File: src/rtl/digitizer_pkg.sv
// Shared definitions for the digitizer: register offsets, register bit
// positions, the capture state encoding and a couple of small helpers.
package digitizer_pkg;

    // Register word indices, taken from byte address bits [3:2]
    localparam logic [1:0] REG_CTRL     = 2'd0;
    localparam logic [1:0] REG_STATUS   = 2'd1;
    localparam logic [1:0] REG_PKT_SIZE = 2'd2;
    localparam logic [1:0] REG_BEAT_CNT = 2'd3;

    // CTRL bit positions
    localparam int CTRL_RUN = 0;
    localparam int CTRL_SRC = 1;

    // STATUS bit positions
    localparam int STAT_BUSY     = 0;
    localparam int STAT_DONE     = 1;
    localparam int STAT_OVERFLOW = 2;

    // Each ADC sample occupies one 16-bit lane of an output beat
    localparam int SAMPLE_W = 16;

    typedef enum logic [1:0] {
        IDLE    = 2'd0,
        CAPTURE = 2'd1,
        DRAIN   = 2'd2
    } state_t;

    // Byte address to register word index; the low two bits do not select anything
    function automatic logic [1:0] reg_index(input logic [3:0] addr);
        return addr[3:2];
    endfunction

endpackage

File: src/rtl/digitizer_packer.sv
// Packs pairs of samples into 32-bit beats and holds each beat in a single
// output register until the stream sink accepts it.
module digitizer_packer
    import digitizer_pkg::*;
#(
    parameter int DATA_W = 32,
    parameter int ADC_W  = 12
) (
    input  logic              clk,
    input  logic              rst,
    input  logic              clear,
    input  logic              abort,
    input  logic              sample_valid,
    input  logic [ADC_W-1:0]  sample,
    input  logic              beat_wanted,
    input  logic              beat_is_last,
    input  logic              tready,
    output logic [DATA_W-1:0] tdata,
    output logic              tvalid,
    output logic              tlast,
    output logic              beat_loaded,
    output logic              beat_dropped
);

    logic                half;
    logic [SAMPLE_W-1:0] low_lane;
    logic [SAMPLE_W-1:0] wide_sample;
    logic                pair_done;
    logic                slot_free;

    // A completed pair only becomes a beat while the packet still needs one;
    // an occupied output register turns it into an overflow instead.
    always_comb begin
        wide_sample  = {{(SAMPLE_W-ADC_W){1'b0}}, sample};
        pair_done    = sample_valid && half && !abort;
        slot_free    = !tvalid || tready;
        beat_loaded  = pair_done && beat_wanted && slot_free;
        beat_dropped = pair_done && beat_wanted && !slot_free;
    end

    // Track which half of the pair is next and remember the first sample
    always_ff @(posedge clk) begin
        if (rst || clear || abort) begin
            half     <= 1'b0;
            low_lane <= '0;
        end else if (sample_valid) begin
            half <= ~half;
            if (!half) begin
                low_lane <= wide_sample;
            end
        end
    end

    // Output beat register: emptied on acceptance, refilled on a new beat,
    // and marked last when an abort leaves a beat waiting to drain.
    always_ff @(posedge clk) begin
        if (rst || clear) begin
            tvalid <= 1'b0;
            tlast  <= 1'b0;
            tdata  <= '0;
        end else begin
            if (tvalid && tready) begin
                tvalid <= 1'b0;
                tlast  <= 1'b0;
            end
            if (beat_loaded) begin
                tvalid <= 1'b1;
                tlast  <= beat_is_last;
                tdata  <= {wide_sample, low_lane};
            end
            if (abort && tvalid && !tready) begin
                tlast <= 1'b1;
            end
        end
    end

endmodule

File: src/rtl/digitizer.sv
// Sample digitizer: register file and capture FSM feeding an AXI4-Stream
// master through the packer sub-module.
module digitizer
    import digitizer_pkg::*;
#(
    parameter int DATA_W = 32,
    parameter int ADC_W  = 12
) (
    input  logic              clk,
    input  logic              rst,
    input  logic [ADC_W-1:0]  adc_data,
    input  logic              adc_valid,
    input  logic              reg_wr,
    input  logic              reg_rd,
    input  logic [3:0]        reg_addr,
    input  logic [DATA_W-1:0] reg_wdata,
    output logic [DATA_W-1:0] reg_rdata,
    output logic [DATA_W-1:0] m_axis_tdata,
    output logic              m_axis_tvalid,
    input  logic              m_axis_tready,
    output logic              m_axis_tlast,
    output logic              done_irq
);

    state_t              state;
    state_t              state_next;

    logic                ctrl_run;
    logic                ctrl_src;
    logic                status_done;
    logic                status_ovf;
    logic [DATA_W-1:0]   pkt_size;
    logic [DATA_W-1:0]   beat_cnt;
    logic [DATA_W-3:0]   beat_target;
    logic [DATA_W-3:0]   loaded_cnt;
    logic [ADC_W-1:0]    test_cnt;

    logic                busy;
    logic                wr_ctrl;
    logic                wr_status;
    logic                wr_pkt;
    logic                start;
    logic                abort;
    logic                finish;
    logic                beat_accept;
    logic                take_sample;
    logic [ADC_W-1:0]    sample;
    logic                beat_wanted;
    logic                beat_is_last;
    logic                beat_loaded;
    logic                beat_dropped;
    logic [DATA_W-1:0]   rd_word;
    logic [1:0]          unused_addr_bits;

    assign unused_addr_bits = reg_addr[1:0];

    // Register write decode and stream handshake
    always_comb begin
        busy        = (state != IDLE);
        wr_ctrl     = reg_wr && (reg_index(reg_addr) == REG_CTRL);
        wr_status   = reg_wr && (reg_index(reg_addr) == REG_STATUS);
        wr_pkt      = reg_wr && (reg_index(reg_addr) == REG_PKT_SIZE);
        beat_accept = m_axis_tvalid && m_axis_tready;
    end

    // Next-state logic; completion of the final beat wins over a same-cycle abort
    always_comb begin
        state_next = state;
        start      = 1'b0;
        abort      = 1'b0;
        finish     = 1'b0;
        case (state)
            IDLE: begin
                if (wr_ctrl && reg_wdata[CTRL_RUN] && (pkt_size[DATA_W-1:2] != '0)) begin
                    start      = 1'b1;
                    state_next = CAPTURE;
                end
            end
            CAPTURE: begin
                if (beat_accept && m_axis_tlast) begin
                    finish     = 1'b1;
                    state_next = IDLE;
                end else if (wr_ctrl && !reg_wdata[CTRL_RUN]) begin
                    abort      = 1'b1;
                    state_next = (m_axis_tvalid && !m_axis_tready) ? DRAIN : IDLE;
                end
            end
            DRAIN: begin
                if (!m_axis_tvalid || m_axis_tready) begin
                    state_next = IDLE;
                end
            end
            default: state_next = IDLE;
        endcase
    end

    // Capture state register
    always_ff @(posedge clk) begin
        if (rst) begin
            state <= IDLE;
        end else begin
            state <= state_next;
        end
    end

    // Sample selection; once the last beat is loaded further pairs are discarded
    always_comb begin
        take_sample  = (state == CAPTURE) && adc_valid && !abort;
        sample       = ctrl_src ? adc_data : test_cnt;
        beat_wanted  = (loaded_cnt != beat_target);
        beat_is_last = (loaded_cnt == beat_target - 1'b1);
    end

    // CTRL: SRC follows every CTRL write, RUN only rises on an accepted start
    always_ff @(posedge clk) begin
        if (rst) begin
            ctrl_run <= 1'b0;
            ctrl_src <= 1'b0;
        end else begin
            if (wr_ctrl) begin
                ctrl_src <= reg_wdata[CTRL_SRC];
            end
            if (start) begin
                ctrl_run <= 1'b1;
            end else if (finish || abort || state_next == IDLE) begin
                ctrl_run <= 1'b0;
            end
        end
    end

    // STATUS sticky bits: set by events, cleared by write-one or a new start
    always_ff @(posedge clk) begin
        if (rst) begin
            status_done <= 1'b0;
            status_ovf  <= 1'b0;
        end else if (start) begin
            status_done <= 1'b0;
            status_ovf  <= 1'b0;
        end else begin
            if (finish) begin
                status_done <= 1'b1;
            end else if (wr_status && reg_wdata[STAT_DONE]) begin
                status_done <= 1'b0;
            end
            if (beat_dropped) begin
                status_ovf <= 1'b1;
            end else if (wr_status && reg_wdata[STAT_OVERFLOW]) begin
                status_ovf <= 1'b0;
            end
        end
    end

    // Packet size register, writable at any time; the target is latched at start
    always_ff @(posedge clk) begin
        if (rst) begin
            pkt_size <= '0;
        end else if (wr_pkt) begin
            pkt_size <= reg_wdata;
        end
    end

    // Beat bookkeeping: target, beats loaded into the output register, beats sent
    always_ff @(posedge clk) begin
        if (rst) begin
            beat_target <= '0;
            loaded_cnt  <= '0;
            beat_cnt    <= '0;
        end else if (start) begin
            beat_target <= pkt_size[DATA_W-1:2];
            loaded_cnt  <= '0;
            beat_cnt    <= '0;
        end else begin
            if (beat_loaded) begin
                loaded_cnt <= loaded_cnt + 1'b1;
            end
            if (beat_accept) begin
                beat_cnt <= beat_cnt + 1'b1;
            end
        end
    end

    // Test pattern counter advances on every taken sample, whatever the source
    always_ff @(posedge clk) begin
        if (rst || start) begin
            test_cnt <= '0;
        end else if (take_sample) begin
            test_cnt <= test_cnt + 1'b1;
        end
    end

    // Completion interrupt is a single-cycle pulse
    always_ff @(posedge clk) begin
        if (rst) begin
            done_irq <= 1'b0;
        end else begin
            done_irq <= finish;
        end
    end

    // Read mux built from current register state, so a same-cycle write is not visible
    always_comb begin
        rd_word = '0;
        case (reg_index(reg_addr))
            REG_CTRL: begin
                rd_word[CTRL_RUN] = ctrl_run;
                rd_word[CTRL_SRC] = ctrl_src;
            end
            REG_STATUS: begin
                rd_word[STAT_BUSY]     = busy;
                rd_word[STAT_DONE]     = status_done;
                rd_word[STAT_OVERFLOW] = status_ovf;
            end
            REG_PKT_SIZE: rd_word = pkt_size;
            REG_BEAT_CNT: rd_word = beat_cnt;
            default:      rd_word = '0;
        endcase
    end

    // Registered read data, updated only by a read strobe
    always_ff @(posedge clk) begin
        if (rst) begin
            reg_rdata <= '0;
        end else if (reg_rd) begin
            reg_rdata <= rd_word;
        end
    end

    digitizer_packer #(
        .DATA_W(DATA_W),
        .ADC_W (ADC_W)
    ) u_packer (
        .clk         (clk),
        .rst         (rst),
        .clear       (start),
        .abort       (abort),
        .sample_valid(take_sample),
        .sample      (sample),
        .beat_wanted (beat_wanted),
        .beat_is_last(beat_is_last),
        .tready      (m_axis_tready),
        .tdata       (m_axis_tdata),
        .tvalid      (m_axis_tvalid),
        .tlast       (m_axis_tlast),
        .beat_loaded (beat_loaded),
        .beat_dropped(beat_dropped)
    );

endmodule

File: config.mk
export PLATFORM = sky130hd
export DESIGN_NAME = digitizer
export DESIGN_NICKNAME = d
export VERILOG_FILES = /design/src/rtl/digitizer_pkg.sv /design/src/rtl/digitizer_packer.sv /design/src/rtl/digitizer.sv
export SDC_FILE = /design/constraint.sdc
export NUM_CORES = 1
export LEC_CHECK = 0
export ABC_AREA = 1
export CAP_MARGIN = 40
export CORE_MARGIN = 1
export CORE_UTILIZATION = 55
export DETAILED_ROUTE_END_ITERATION = 8
export GPL_TIMING_DRIVEN = 0
export HOLD_SLACK_MARGIN = 0.02
export PLACE_DENSITY = 0.85
export SLEW_MARGIN = 10
export SYNTH_ARGS = -nofsm -noshare
export SYNTH_HDL_FRONTEND = slang
export SYNTH_HIERARCHICAL = 1
export SYNTH_SLANG_ARGS = --single-unit
File: constraint.sdc
create_clock -name clk -period 6.1 [get_ports clk]
set_input_delay 1.83 -clock clk [delete_from_list [all_inputs] [get_ports clk]]
set_output_delay 1.83 -clock clk [all_outputs]
set_load 0.01 [all_outputs]
; ---- After elaboration in Yosys (flattened, before gate mapping)
; Cells that the tools add are included.
[op_classes]
n_eq_ne = 7
addsub = 4
n_mux = 27
reduce_logical = 42
n_bitwise = 1
[op_table]
columns = operator, count
row1 = one-hot mux 29 bit (2 select lines), 1
row2 = adder 32 x 1 -> 32 bit (second input constant), 1
row3 = adder 30 x 1 -> 30 bit (second input constant), 1
row4 = == test 30 bit, 1
row5 = inequality test 30 bit, 1
row6 = nonzero test 30 bit, 1
row7 = subtractor 30 x 1 -> 30 bit (second input constant), 1
row8 = logical AND 1 bit, 20
row9 = 2-to-1 mux 1 bit, 17
row10 = adder 12 x 1 -> 12 bit (second input constant), 1
row11 = 2-to-1 mux 12 bit, 1
row12 = 2-to-1 mux 2 bit, 5
row13 = nonzero test 2 bit, 5
row14 = one-hot mux 2 bit (4 select lines), 1
row15 = == test 2 bit (second input constant), 3
row16 = zero test 2 bit, 3
row17 = one-hot mux 2 bit (3 select lines), 1
row18 = zero test 1 bit, 5
row19 = logical OR 1 bit, 5
row20 = == test 2 x 1 -> 1 bit (second input constant), 2
row21 = one-hot mux 1 bit (3 select lines), 1
row22 = nonzero test 3 bit, 1
row23 = AND reduction 2 bit, 1
row24 = OR reduction 2 bit, 1
row25 = NOT 1 bit, 1
[totals]
elab_cells = 98
reg_bits = 214

; ---- Depth between registers and ports, before layout
; Gate-level depths: netlist of run 1.
[logic_depth]
ltp_word = 14
depth_mapped = 21

; ---- Hierarchy
; Netlist of run 1, hierarchy kept.
[by_module_without_submodules]
columns = mod, cells_each, instances, area_per_inst_um2
row1 = digitizer, 1350, 1, 9296.4
row2 = digitizer_packer, 294, 1, 1884.3

; ---- Worst setup path after synthesis of run 1
; No wires, ideal clock.
[synth_path]
path_type = input to register
start = in m_axis_tready
end = reg loaded_cnt[23]
stages = 21
setup_slack_ps = 2030
arrival_ps = 3953
n_path_buf = 2
cell_sequence = nand2_2 > inv_6 > nand2_2 > nand2_1 > o21ai_4 > inv_4 > nand2_2 > inv_2 > nand3_4 > buf_6 > inv_1 > buf_2 > nand2_1 > nor2_2 > inv_1 > nor3_2 > nand2_2 > nor2_4 > nand4_1 > nand3_1 > nor2_1
[synth_via]
elab_chain_len = 10
elab_cells_between_ends = 11
classes_between = 2 x mux / 9 x reduce/logical
[synth_rtl]
columns = item, line_no
row1 = "start, declared", digitizer.sv:20  ; input logic m_axis_tready,
row2 = logical AND 1 bit, digitizer.sv:63  ; beat_accept = m_axis_tvalid && m_axis_tready;
row3 = logical AND 1 bit, digitizer.sv:80  ; if (beat_accept && m_axis_tlast) begin
row4 = 2-to-1 mux 1 bit, digitizer.sv:80
row5 = 2-to-1 mux 1 bit, digitizer.sv:72  ; case (state)
row6 = zero test 1 bit, digitizer.sv:108  ; take_sample = (state == CAPTURE) && adc_valid && !abort;
row7 = logical AND 1 bit, digitizer.sv:108
row8 = named net take_sample, digitizer.sv:46  ; logic take_sample;
row9 = logical AND 1 bit (2 in series), digitizer_packer.sv:35  ; pair_done = sample_valid && half && !abort;
row10 = logical AND 1 bit (2 in series), digitizer_packer.sv:37  ; beat_loaded = pair_done && beat_wanted && slot_free;
row11 = named net beat_loaded, digitizer.sv:50  ; logic beat_loaded;
row12 = "end signal, assigned", digitizer.sv:174  ; loaded_cnt <= loaded_cnt + 1'b1;
row13 = "end, declared", digitizer.sv:35  ; logic [DATA_W-3:0] loaded_cnt;
; The timed path passes the listed nets, and every way through them passes these cells.
; A chain may end at the register's enable or synchronous reset.

; ---- Final worst setup path of run 1
; Same ends and word-level chain as after synthesis.

==> results of run 1 <==
-- stage by stage --
step | setup WS, ns | power (µW) | util (%)
after global routing | 0.998 | 3350 | 67.8
after CTS | 1.34 | 3230 | 67.8
final | 1.30 | 3240 | 67.8
after global placement | 0.924 | 1870 | 64.1
after floorplan | 2.03 | 1730 | -
after detailed placement | 0.863 | 1880 | 64.1
-- critical path, cell delays in order --
cell	delay [ns]
clkdlybuf4s50_1	0.57
nand2_2	0.19
inv_6	0.16
nand2_2	0.09
nand2_1	0.13
o21ai_4	0.12
inv_4	0.11
nand2_2	0.09
inv_2	0.08
nand3_4	0.15
buf_6	0.19
inv_1	0.04
buf_2	0.19
nand2_1	0.10
nor2_2	0.16
inv_1	0.11
nor3_2	0.36
nand2_2	0.14
nor2_4	0.14
nand4_1	0.09
nand3_1	0.09
nor2_1	0.05
-- cells in the final DEF (no fill, tap or decap), types with 13 or more instances in the layout --
cell,count
a21oi_1,110
buf_2,15
buf_4,14
clkbuf_1,34
clkbuf_16,23
clkdlybuf4s50_1,109
dfxtp_1,214
inv_1,250
inv_2,19
nand2_1,328
nand2_2,16
nand3_1,69
nand4_1,25
nor2_1,215
nor2_4,13
nor3_1,28
o21ai_0,123
o221ai_1,23
xnor2_1,21
xor2_1,45
-- registers in the layout (all words and copies together) (netlist names), 2 cells and up --
signal,flops
beat_cnt,32
pkt_size,32
reg_rdata,32
beat_target,30
loaded_cnt,30
u_packer/tdata,24
test_cnt,12
u_packer/low_lane,12
state,2
-- layout make-up --
class                      count  area share, %
clock buffer                  34           5.13
inverter                     271           7.66
tap                          265           2.48
buffer                        65           2.58
clock inverter                 6          0.458
multi-input combinational   1101           41.5
sequential                   214           32.0
timing repair buffer         109           8.16
-- power by group through the flow --
stage	registers, µW	logic [µW]	clock network [µW]
floorplan	1480	250	0
global placement	1480	391	0
detailed placement	1480	394	0
CTS	1450	399	1380
global route	1460	448	1450
finish	1450	408	1380
-- cell usage after synthesis (4+ instances only) --
library cell | number | share of area (%)
buf_4 | 14 | 0.94
ha_1 | 4 | 0.45
inv_1 | 250 | 8.4
nor4_1 | 6 | 0.34
inv_2 | 19 | 0.64
nand3_2 | 5 | 0.45
nor3_2 | 7 | 0.63
nand2_1 | 328 | 11
nor3b_1 | 5 | 0.34
o221ai_1 | 23 | 1.8
xor2_1 | 45 | 3.5
nor2_2 | 11 | 0.62
a21oi_1 | 110 | 4.9
buf_2 | 15 | 0.67
o22ai_1 | 4 | 0.22
clkbuf_1 | 30 | 1.0
nand4_1 | 25 | 1.4
o21ai_0 | 123 | 5.5
nor3_1 | 28 | 1.3
a211oi_1 | 4 | 0.27
dfxtp_1 | 214 | 38
xnor2_1 | 21 | 1.6
nand3_1 | 69 | 3.1
nand2_2 | 16 | 0.90
nor2_4 | 13 | 1.3
buf_6 | 4 | 0.40
nand3b_1 | 4 | 0.27
nor2_1 | 215 | 7.2
-- worst paths after layout --
path / from / end / slack (ns) / cells after the start
max reg2reg: loaded_cnt[23]$_SDFFE_PP0P_ / loaded_cnt[23]$_SDFFE_PP0P_ / 2.61 / 20
min reg2reg: u_packer/low_lane[10]$_SDFFE_PP0P_ / u_packer/low_lane[10]$_SDFFE_PP0P_ / 0.46 / 2
min: u_packer/low_lane[10]$_SDFFE_PP0P_ / u_packer/low_lane[10]$_SDFFE_PP0P_ / 0.46 / 2
max: m_axis_tready / loaded_cnt[23]$_SDFFE_PP0P_ / 1.30 / 22
-- metal layers --
metal  GRT usage, %  wire length [µm]
met1           42.7             14500
met2           50.8             14300
met3           5.30              2590
met4           14.5              1550
met5              0                 0
-- cell families after synthesis --
| kind of cell | after synthesis |
|---|---|
| and+or+nand+nor | 745 |
| other | 1 |
| adders and majority gates | 4 |
| buffers and inverters | 336 |
| DFF | 214 |
| AOI/OAI and AO/OA | 278 |
| xor gates and xnor gates | 66 |
==> results.toml, run 1 <==
[die]
die_w_um = 145
io_pins = 121
start_util_pct = 56.7
die_h_um = 145
rows = 51
die_area_um2 = 20900
coreArea_um2 = 19700

[pwr]
p_seq_share_pct = 44.9
pwr-share-comb_pct = 12.6
power.density_nw_per_um2 = 242
p_sw_uw = 840
vdd_ir_drop_max_uv = 184
switching_share_pct = 25.9
leakage_uw = 0.00559
power_frac_clock_pct = 42.5
p_int_uw = 2400

[sta]
hold_viol = 0
maxSlewViolCount = 0
rsz0062_at_grt = "false"
worstMarginPinSlew_ns = 0.550
relSlewSlack_pct = 62.9
period_needed_ns = 4.80
hold-worst-slack_ns = 0.465
max_freq_mhz = 208
finalSetupViolCount = 0
clock_skew_ns = 0.00787
fin_crit_sh_pct = 78.7
setup_tns_ns = 0

[synth]
synth_compound_area_share_pct = 13.7
ys_seq_elements = 214
synth_edf_count = 0
synth_ff_type = "dfxtp_1"
yosysWarnings = 6
synth_simple_gate_area_share_pct = 30.1
avgSynthCellArea_um2 = 6.80
syn_inst = 1644
synth.distinct_cells = 53
netlist_area_um2 = 11200
synth_xor_area_share_pct = 5.17
synth-seq-area-share_pct = 38.3
muxShareOfSynthArea_pct = 0
synth_top_family_by_area = "simple AND/OR/NAND/NOR gates"
async_reset_ff_share_pct = 0
yosys.area_share.adder_pct = 0.448

[clock_network]
cts_hold_buf = 0
cts-root-buf = "clkbuf_16"
postCtsSetupRepairBufs = 0
clkLatencyLatePin_ns = 0.50
path_clk_slew_ns = 0.06
cts_resized = 0
max-clock-path-buffers = 3
cts_tree = "yes"
cts_buffers = 22
htree_levels = 1
cts_num_sinks = 214

[placed_design]
placedInstanceArea_um2 = 12600
gp_congestion = 0.967
numPortBuffers = 109
place_hpwl_um = 25000
placed_cells = 2025

[setup_path]
path_max_fanout = 10
setup.worst_path.start_class = "primary input"
cp-end-kind = "flip-flop"
cp_data_required_time_ns = 6.49
crit_type = "in2reg"
arrival_ns = 5.20

[detailed_routing]
viasPerCell = 5.40
wl_um = 32900
drc = 0
drt_first_pass_iters = 5
wire_per_inst_um = 15.9
ant_nets = 0
vias = 11100
drtIter0Drc = 1056

[run_status]
status = "complete, no violations"

[grt]
antenna_found_initial = 0
gr-usage-all-layers_pct = 32.1
grt_max_degree = 15
grt_pass1_vias = 10400
grt_pass1_wl_um = 52000
grt.overflow.total = 0

[layout]
area_growth_pct = 19.7
register_area_um2 = 4280
drive_gt1_share_pct = 8.67
layout.cells.non_filler = 2065
fillers = 1666
antenna_cells = 0
nets = 1842
postLayoutCellArea_um2 = 13400
multi_input_area_um2 = 5550

[run]
drv_cap = 0

[min_path]
holdCritPathClass = "reg2reg"
No activity file was read; power rests on OpenSTA's default activity.
==> run 2: changes to the inputs <==
==> constraint.sdc (replaced) <==
create_clock -name clk -period 4.52 [get_ports clk]
set_input_delay 1.356 -clock clk [delete_from_list [all_inputs] [get_ports clk]]
set_output_delay 1.356 -clock clk [all_outputs]
set_load 0.01 [all_outputs]
==> run 2 against run 1 <==
Design area is essentially flat. Clock skew is 0.0014 ns lower. Combinational power up 35%. Worst setup slack worse by 0.99 ns. Register-to-register slack worse by 1.5 ns. Power up 35%. Global-route usage unchanged. Largest power group unchanged.
==> results.toml, run 2 (same netlist as run 1, synthesis figures left out) <==
[die]
start_util_pct = 56.7
die_w_um = 145
io_pins = 121
coreArea_um2 = 19700
die_h_um = 145
die_area_um2 = 20900
rows = 51

[detailed_routing]
drc = 0
vias = 11100
wire_per_inst_um = 15.9
drt_first_pass_iters = 6
viasPerCell = 5.39
drtIter0Drc = 1034
wl_um = 32900
ant_nets = 0

[grt]
grt_pass1_vias = 10400
gr-usage-all-layers_pct = 32.1
grt_max_degree = 15
antenna_found_initial = 0
grt_pass1_wl_um = 52000
grt.overflow.total = 0

[pwr]
vdd_ir_drop_max_uv = 248
leakage_uw = 0.00562
power.density_nw_per_um2 = 326
p_total_uw = 4370

[setup_path]
path_max_fanout = 10
crit_chain = "clkdlybuf4s50_1 > nand2_4 > inv_6 > nand2_2 > nand2_1 > o21ai_4 > inv_4 > nand2_2 > inv_2 > nand3_4 > buf_6 > inv_1 > buf_2 > nand2_1 > nor2_2 > inv_1 > nor3_4 > nand2_2 > nor2_4 > nand4_1 > nand3_1 > nor2_1"
r2r-end = "loaded_cnt[23]$_SDFFE_PP0P_"
cp-end-kind = "flip-flop"
slowest_delay_ns = 0.60
worstRegToRegCells = 20
crit_path_end = "loaded_cnt[23]$_SDFFE_PP0P_"
crit_type = "in2reg"
setup.worst_path.start_class = "primary input"
setup.worst_path.start = "m_axis_tready"
crit_top_cell = "nand2_2"
arrival_ns = 4.60
cp_data_required_time_ns = 4.91
worst_path_max_delay_cell = "clkdlybuf4s50_1"
worstReg2RegStart = "loaded_cnt[23]$_SDFFE_PP0P_"
ff2ff_setup_slack_ns = 1.12

[placed_design]
place_hpwl_um = 25000
placedInstanceArea_um2 = 12600
numPortBuffers = 109
placed_cells = 2025
gp_congestion = 0.967

[sta]
fin_crit_sh_pct = 93.2
worstMarginPinSlew_ns = 0.566
relSlewSlack_pct = 62.3
max_freq_mhz = 237
hold_viol = 0
period_needed_ns = 4.21
finalSetupViolCount = 0
maxSlewViolCount = 0
clock_skew_ns = 0.00648
rsz0062_at_grt = "false"

[clock_network]
cts_hold_buf = 0
path_clk_slew_ns = 0.06
clkLatencyLatePin_ns = 0.50
cts_buffers = 22
postCtsSetupRepairBufs = 0
max-clock-path-buffers = 3
cts-root-buf = "clkbuf_16"
cts_resized = 0
cts_num_sinks = 214
cts_tree = "yes"
htree_levels = 1

[layout]
area_growth_pct = 19.8
reg_top3 = "beat_cnt x32, pkt_size x32, reg_rdata x32"
antenna_cells = 0
drive_gt1_share_pct = 8.67
postLayoutCellArea_um2 = 13400
layout_commonest_cell = "nand2_1"
final_cell_mix = "nand2_1, inv_1, nor2_1"
nets = 1842
fillers = 1663
layout.cells.non_filler = 2065

[run]
drv_cap = 0

[min_path]
holdCritPathClass = "reg2reg"

[run_status]
status = "complete, no violations"
[run 2: worst min-delay path by stage]
stage | from | endpoint | cells after the start
floorplan | pkt_size[0]$_SDFFE_PP0P_ | pkt_size[0]$_SDFFE_PP0P_ | 2
global placement | test_cnt[11]$_SDFFE_PP0P_ | test_cnt[11]$_SDFFE_PP0P_ | 2
CTS | u_packer/low_lane[1]$_SDFFE_PP0P_ | u_packer/low_lane[1]$_SDFFE_PP0P_ | 2
finish | u_packer/low_lane[10]$_SDFFE_PP0P_ | u_packer/low_lane[10]$_SDFFE_PP0P_ | 2
global route | u_packer/low_lane[10]$_SDFFE_PP0P_ | u_packer/low_lane[10]$_SDFFE_PP0P_ | 2
detailed placement | u_packer/low_lane[1]$_SDFFE_PP0P_ | u_packer/low_lane[1]$_SDFFE_PP0P_ | 2
[run 2: critical path: cells and delay by family]
kind                   cells  cell delay (ns)
AO/OA/AOI/OAI              1             0.12
buffers and inverters      8             1.48
AND/OR/NAND/NOR           13             1.63
[run 2: layer usage]
layer  vias to the layer above  GRT usage [%]  wire, µm
li1                       5461              -         -
met1                      5062           42.7     14300
met2                       512           51.0     14300
met3                        96           5.26      2770
met4                         0           14.2      1530
met5                         -              0         0
[run 2: where the power goes]
group | internal [µW] | switching (µW)
clock network | 1100 | 751
registers | 1930 | 34.8
logic | 207 | 346
total | 3240 | 1130
[run 2: final cells by class]
type / instances / area [µm²] / area share [%]
multi-input cells: 1101 / 5560 / 41.6
flip-flops and latches: 214 / 4280 / 32.0
repair buffers: 109 / 1090 / 8.15
inverters: 271 / 1020 / 7.65
clock buffers: 34 / 687 / 5.13
plain buffers: 65 / 345 / 2.58
well taps: 265 / 332 / 2.48
clock inverters: 6 / 61.3 / 0.458
[run 2: metrics by stage]
stage                     setup TNS, ns  worst slack [ns]  hold slack [ns]  util [%]
after floorplan                       0             0.924            0.430         -
after global placement           -0.591            -0.182            0.446      64.1
after detailed placement          -1.14            -0.243            0.454      64.1
after CTS                             0             0.239            0.463      67.8
after global routing                  0            0.0265            0.487      67.9
final                                 0             0.309            0.463      67.9
==> edit 1 (settings of run 2) <==
Encoding of `state_t`: now one-hot (3 bits for 3 states).
--- a/src/rtl/digitizer_pkg.sv
+++ b/src/rtl/digitizer_pkg.sv
@@ -22,6 +22,6 @@
 
-    typedef enum logic [1:0] {
-        IDLE    = 2'd0,
-        CAPTURE = 2'd1,
-        DRAIN   = 2'd2
+    typedef enum logic [2:0] {
+        IDLE    = 3'b001,
+        CAPTURE = 3'b010,
+        DRAIN   = 3'b100
     } state_t;
Formal check against the unedited RTL: no difference found for any inputs over 4 cycles, from zero or initial values and one cycle with rst high; so few cycles prove little.
==> edit 1 against run 2 <==
  * Global-route usage is 2.1 points lower
  * Design area is 1.5% higher
  * Register-to-register slack better by 0.08 ns
  * Wire length is 3.3% lower
  * Worst setup slack worse by 0.020 ns
  * Total power is 3.8% higher
  * Area after synthesis is 0.56% higher
  * Worst hold slack better by 0.0014 ns
  * Sequential cell count is 1 higher
  * Critical path type unchanged
  * Largest cell class unchanged
==> edit 1: results (changes against run 2) <==
| Metric | Value |
|---|---|
| Post-Synth Adder-Cell Area | `0.00445 (-0.0000249)` |
| Static leakage | `5.51 nW (-1.9%)` |
| FF/Latch Area | `4300 µm² (+0.47%)` |
| Max VDD drop | `0.000279 V (+12%)` |
| Synth cell types | `47 (-11%)` |
| Vias in the first global route | `10395 (+0.40%)` |
| Compound-cell area share of the yosys netlist | `0.122 (-0.0156)` |
| Largest net degree at the start of global routing | `15 (unchanged)` |
| M3 GR Usage | `0.0393 (-0.0133)` |
| Via count | `11037 (-0.84%)` |
| GR Util met1 | `0.383 (-0.0444)` |
| NonClk Buf Share | `0.108 (+0.000659)` |
| Final net count | `1865 (+1.2%)` |
| Met2 wire len | `14700 µm (+2.8%)` |
| Synth top area cells | `dfxtp_1, nand2_1, inv_1, nor2_1, a21oi_1` |
| First-pass GRT wire length | `51400 µm (-1.2%)` |
| Fraction of layout cells with a size suffix above 1 | `0.0762 (-0.0105)` |
| DR WL met3 | `2370 µm (-14%)` |
| Total GRT Usage | `0.300 (-0.0212)` |
| Fin. max-slew vios | `0 (unchanged)` |
| Synth Instances | `1666 (+1.3%)` |
| Clk_skew | `0.00863 ns (+0.00214 ns)` |
| Clock insertion delay at the later pin of the skew report | `0.53 ns (+0.03 ns)` |
| Post-synth ARST share | `0 (unchanged)` |
| Non-Clock Inverter Count | `281 (+3.7%)` |
| Avg WL per Cell | `15.2 µm (-4.5%)` |
| Placer congestion estimate | `0.957 (-0.98%)` |
| CP arrival | `4.65 ns (+0.05 ns)` |
| Seq/Total Area, Yosys | `0.383 (about the same)` |
| Worst Tran Pin Value | `0.689 ns (+0.123 ns)` |
| Post-CTS Setup Repair Bufs | `0 (unchanged)` |
| Clk Tree Root Cell | `clkbuf_16` |
| Cells after DPL | `2046 (+1.0%)` |
| Outcome | `finished, final reports clean` |
| IO buf count | `108 (-0.92%)` |
| # fillers | `1652 (-0.66%)` |
| Cts bufs inserted | `24 (+9.1%)` |
| Multi-input combinational cell count | `1108 (+0.64%)` |
| Clock-cell share of area | `0.0661 (+0.0102)` |
| DR iter-0 viols | `906 (-12%)` |
| GRT overflow | `0 (unchanged)` |
| DP HPWL | `24300 µm (-3.1%)` |
| DR top layer | `met4` |
| Biggest regs | `beat_cnt: 32 flops, pkt_size: 32 flops, reg_rdata: 32 flops` |
| Worst-path clk slew | `0.06 ns (about the same)` |
| DP Area | `12700 µm² (+0.42%)` |
| M1 WL | `13500 µm (-5.8%)` |
| Final wirelength | `31800 µm (-3.3%)` |
| Signal buffers | `177 (+1.7%)` |
| CTS sink count | `215 (+0.47%)` |
| XOR/XNOR Fraction of Synth Area | `0.0592 (+0.00750)` |
| CLK BUF | `29 (-15%)` |
| Multi-input logic portion of the cell area | `0.407 (-0.00849)` |
| Multi-input gate area | `5530 µm² (-0.61%)` |
| H-tree levels | `1 (unchanged)` |
| Routing usage on met2 | `0.506 (-0.00434)` |
| Commonest cells in the synthesized netlist | `nand2_1, inv_1, dfxtp_1` |
| Pre-CTS setup slack | `-0.280 ns (-0.0374 ns)` |
[edit 1: cell count changes after synthesis, sizes merged, moves of 4 or more]
cell / change
nor2: -9
o21ai: -33
a211oi: -4
a31o: +4
inv: +10
nand3: +9
nand2: +25
clkbuf: +4
xor2: +11
nand4: +6
o221ai: -4
[edit 1: path summary, 6_finish.rpt]
check,from,end,slack (ns),cells after the start
worst max-delay path,m_axis_tready,loaded_cnt[27]$_SDFFE_PP0P_,0.29,21
worst min-delay path,u_packer/low_lane[6]$_SDFFE_PP0P_,u_packer/low_lane[6]$_SDFFE_PP0P_,0.46,2
worst max register to register,u_packer/tvalid$_SDFFE_PP0P_,loaded_cnt[27]$_SDFFE_PP0P_,1.20,20
worst min register to register,u_packer/low_lane[6]$_SDFFE_PP0P_,u_packer/low_lane[6]$_SDFFE_PP0P_,0.46,2
[edit 1: repair_timing]
| action | CTS | global route |
|---|---|---|
| endpoints found under the setup margin | 0 | 1 |
| hold endpoints to repair | 0 | 0 |
| gates resized for setup | 0 | 1 |
[edit 1: critical path, stage by stage]
cell and delay (ns):
clkdlybuf4s50_1 0.59, nand2_4 0.15, nor2_1 0.16, nor2_1 0.09, nand2_2 0.10, nand3_4 0.12
inv_1 0.18, nand2_2 0.11, inv_2 0.08, nand3_4 0.14, buf_6 0.19, inv_1 0.20
inv_2 0.10, nor3_2 0.21, nand2_1 0.08, nor2_2 0.16, nand2_1 0.12, nor3_2 0.18
nand2_1 0.11, xor2_1 0.18, nor2_2 0.04
[edit 1: where the power goes]
| part | internal, mW | switching, mW | leakage, nW | total, mW |
|---|---|---|---|---|
| clock network | 1.41 | 0.818 | 0.439 | 2.23 |
| logic | 0.143 | 0.213 | 3.33 | 0.356 |
| registers | 1.93 | 0.0246 | 1.74 | 1.95 |
==> edit 2 (config.mk and constraints of run 2) <==
Without the edit above. `ADC_W` is set to 12 in 2 places; all go to 6.
--- a/src/rtl/digitizer_packer.sv
+++ b/src/rtl/digitizer_packer.sv
@@ -6,3 +6,3 @@
     parameter int DATA_W = 32,
-    parameter int ADC_W  = 12
+    parameter int ADC_W  = 6
 ) (
--- a/src/rtl/digitizer.sv
+++ b/src/rtl/digitizer.sv
@@ -6,3 +6,3 @@
     parameter int DATA_W = 32,
-    parameter int ADC_W  = 12
+    parameter int ADC_W  = 6
 ) (
Interface: changed (resized adc_data); port bits go from 121 to 115. No check against the original RTL was run, so the function may have changed too.
==> edit 2 against run 2 <==
  * Clock skew hardly changed
  * Total power down 9.9%
  * Via count decreased by 12%
  * Wire length decreased by 14%
  * Sequential cell count fell by 24
  * Non-clock buffer count is 14 lower
  * Design area fell by 12%
  * Area after synthesis fell by 12%
  * Worst setup slack worse by 0.073 ns
  * Highest routed layer unchanged
==> edit 2: results (changes against run 2) <==
| Metric | Value |
|---|---|
| Clock share of power | `0.420 (-0.004)` |
| Cells after DPL | `1766 (-13%)` |
| Total GRT Usage | `0.316 (-0.00488)` |
| Worst reg2reg setup slack | `1.16 ns (+0.04 ns)` |
| Via count | `9782 (-12%)` |
| Seq/Total Area, Yosys | `0.386 (+0.00326)` |
| Post-Synth Adder-Cell Area | `0.00508 (+0.000608)` |
| Synth cell types | `45 (-15%)` |
| Synth Instances | `1431 (-13%)` |
| Outcome | `finished, final reports clean` |
| Sw Ratio | `0.253 (-0.00617)` |
| # fillers | `1420 (-15%)` |
| CP arrival | `4.61 ns (about the same)` |
| Crit path to | `loaded_cnt[29]$_SDFFE_PP0P_` |
| GR Util met1 | `0.394 (-0.0332)` |
| Vias per cell | `5.44 (+0.93%)` |
| H-tree levels | `4 (+3)` |
| WHS Endpoint | `u_packer/low_lane[3]$_SDFFE_PP0P_` |
| DP HPWL | `21200 µm (-15%)` |
| Clock insertion delay at the later pin of the skew report | `0.43 ns (-0.07 ns)` |
| Worst slew margin | `0.592 (-0.0301)` |
| First-pass GRT wire length | `45200 µm (-13%)` |
| Commonest cells in the synthesized netlist | `nand2_1, inv_1, dfxtp_1` |
| Total Power | `3.94 mW (-9.9%)` |
| XOR/XNOR Fraction of Synth Area | `0.0498 (-0.00187)` |
| Cts bufs inserted | `17 (-23%)` |
| Largest net degree at the start of global routing | `17 (+2)` |
| Power in sequential cells | `1.75 mW (-11%)` |
| Hold path startpoint | `u_packer/low_lane[3]$_SDFFE_PP0P_` |
| Final wirelength | `28300 µm (-14%)` |
[edit 2: routing by layer]
layer | vias up | part of all wire
li1 | 4784 | -
met1 | 4481 | 0.41
met2 | 437 | 0.48
met3 | 80 | 0.072
met4 | 0 | 0.037
met5 | - | 0
[edit 2: metrics by stage]
stage                     cell area (µm²)  setup WS [ns]  hold WS (ns)
final                               11800          0.236         0.466
after global routing                11800         0.0856         0.486
after CTS                           11800          0.286         0.464
after detailed placement            11100         -0.138         0.454
after global placement              11100        -0.0396         0.446
after floorplan                      9910           1.04         0.425
[edit 2: area by class of cell]
| type | count | area share |
|---|---|---|
| plain buffers | 69 | 0.0323 |
| clock buffers | 21 | 0.0400 |
| clock inverters | 11 | 0.0158 |
| inverters | 234 | 0.0748 |
| multi-input cells | 957 | 0.412 |
| flip-flops and latches | 190 | 0.323 |
| well taps | 225 | 0.0239 |
| repair buffers | 91 | 0.0774 |
[edit 2: worst min-delay path: stages (launching register included)]
cell	delay [ns]
dfxtp_1	0.31
nand2_1	0.06
a21oi_1	0.05
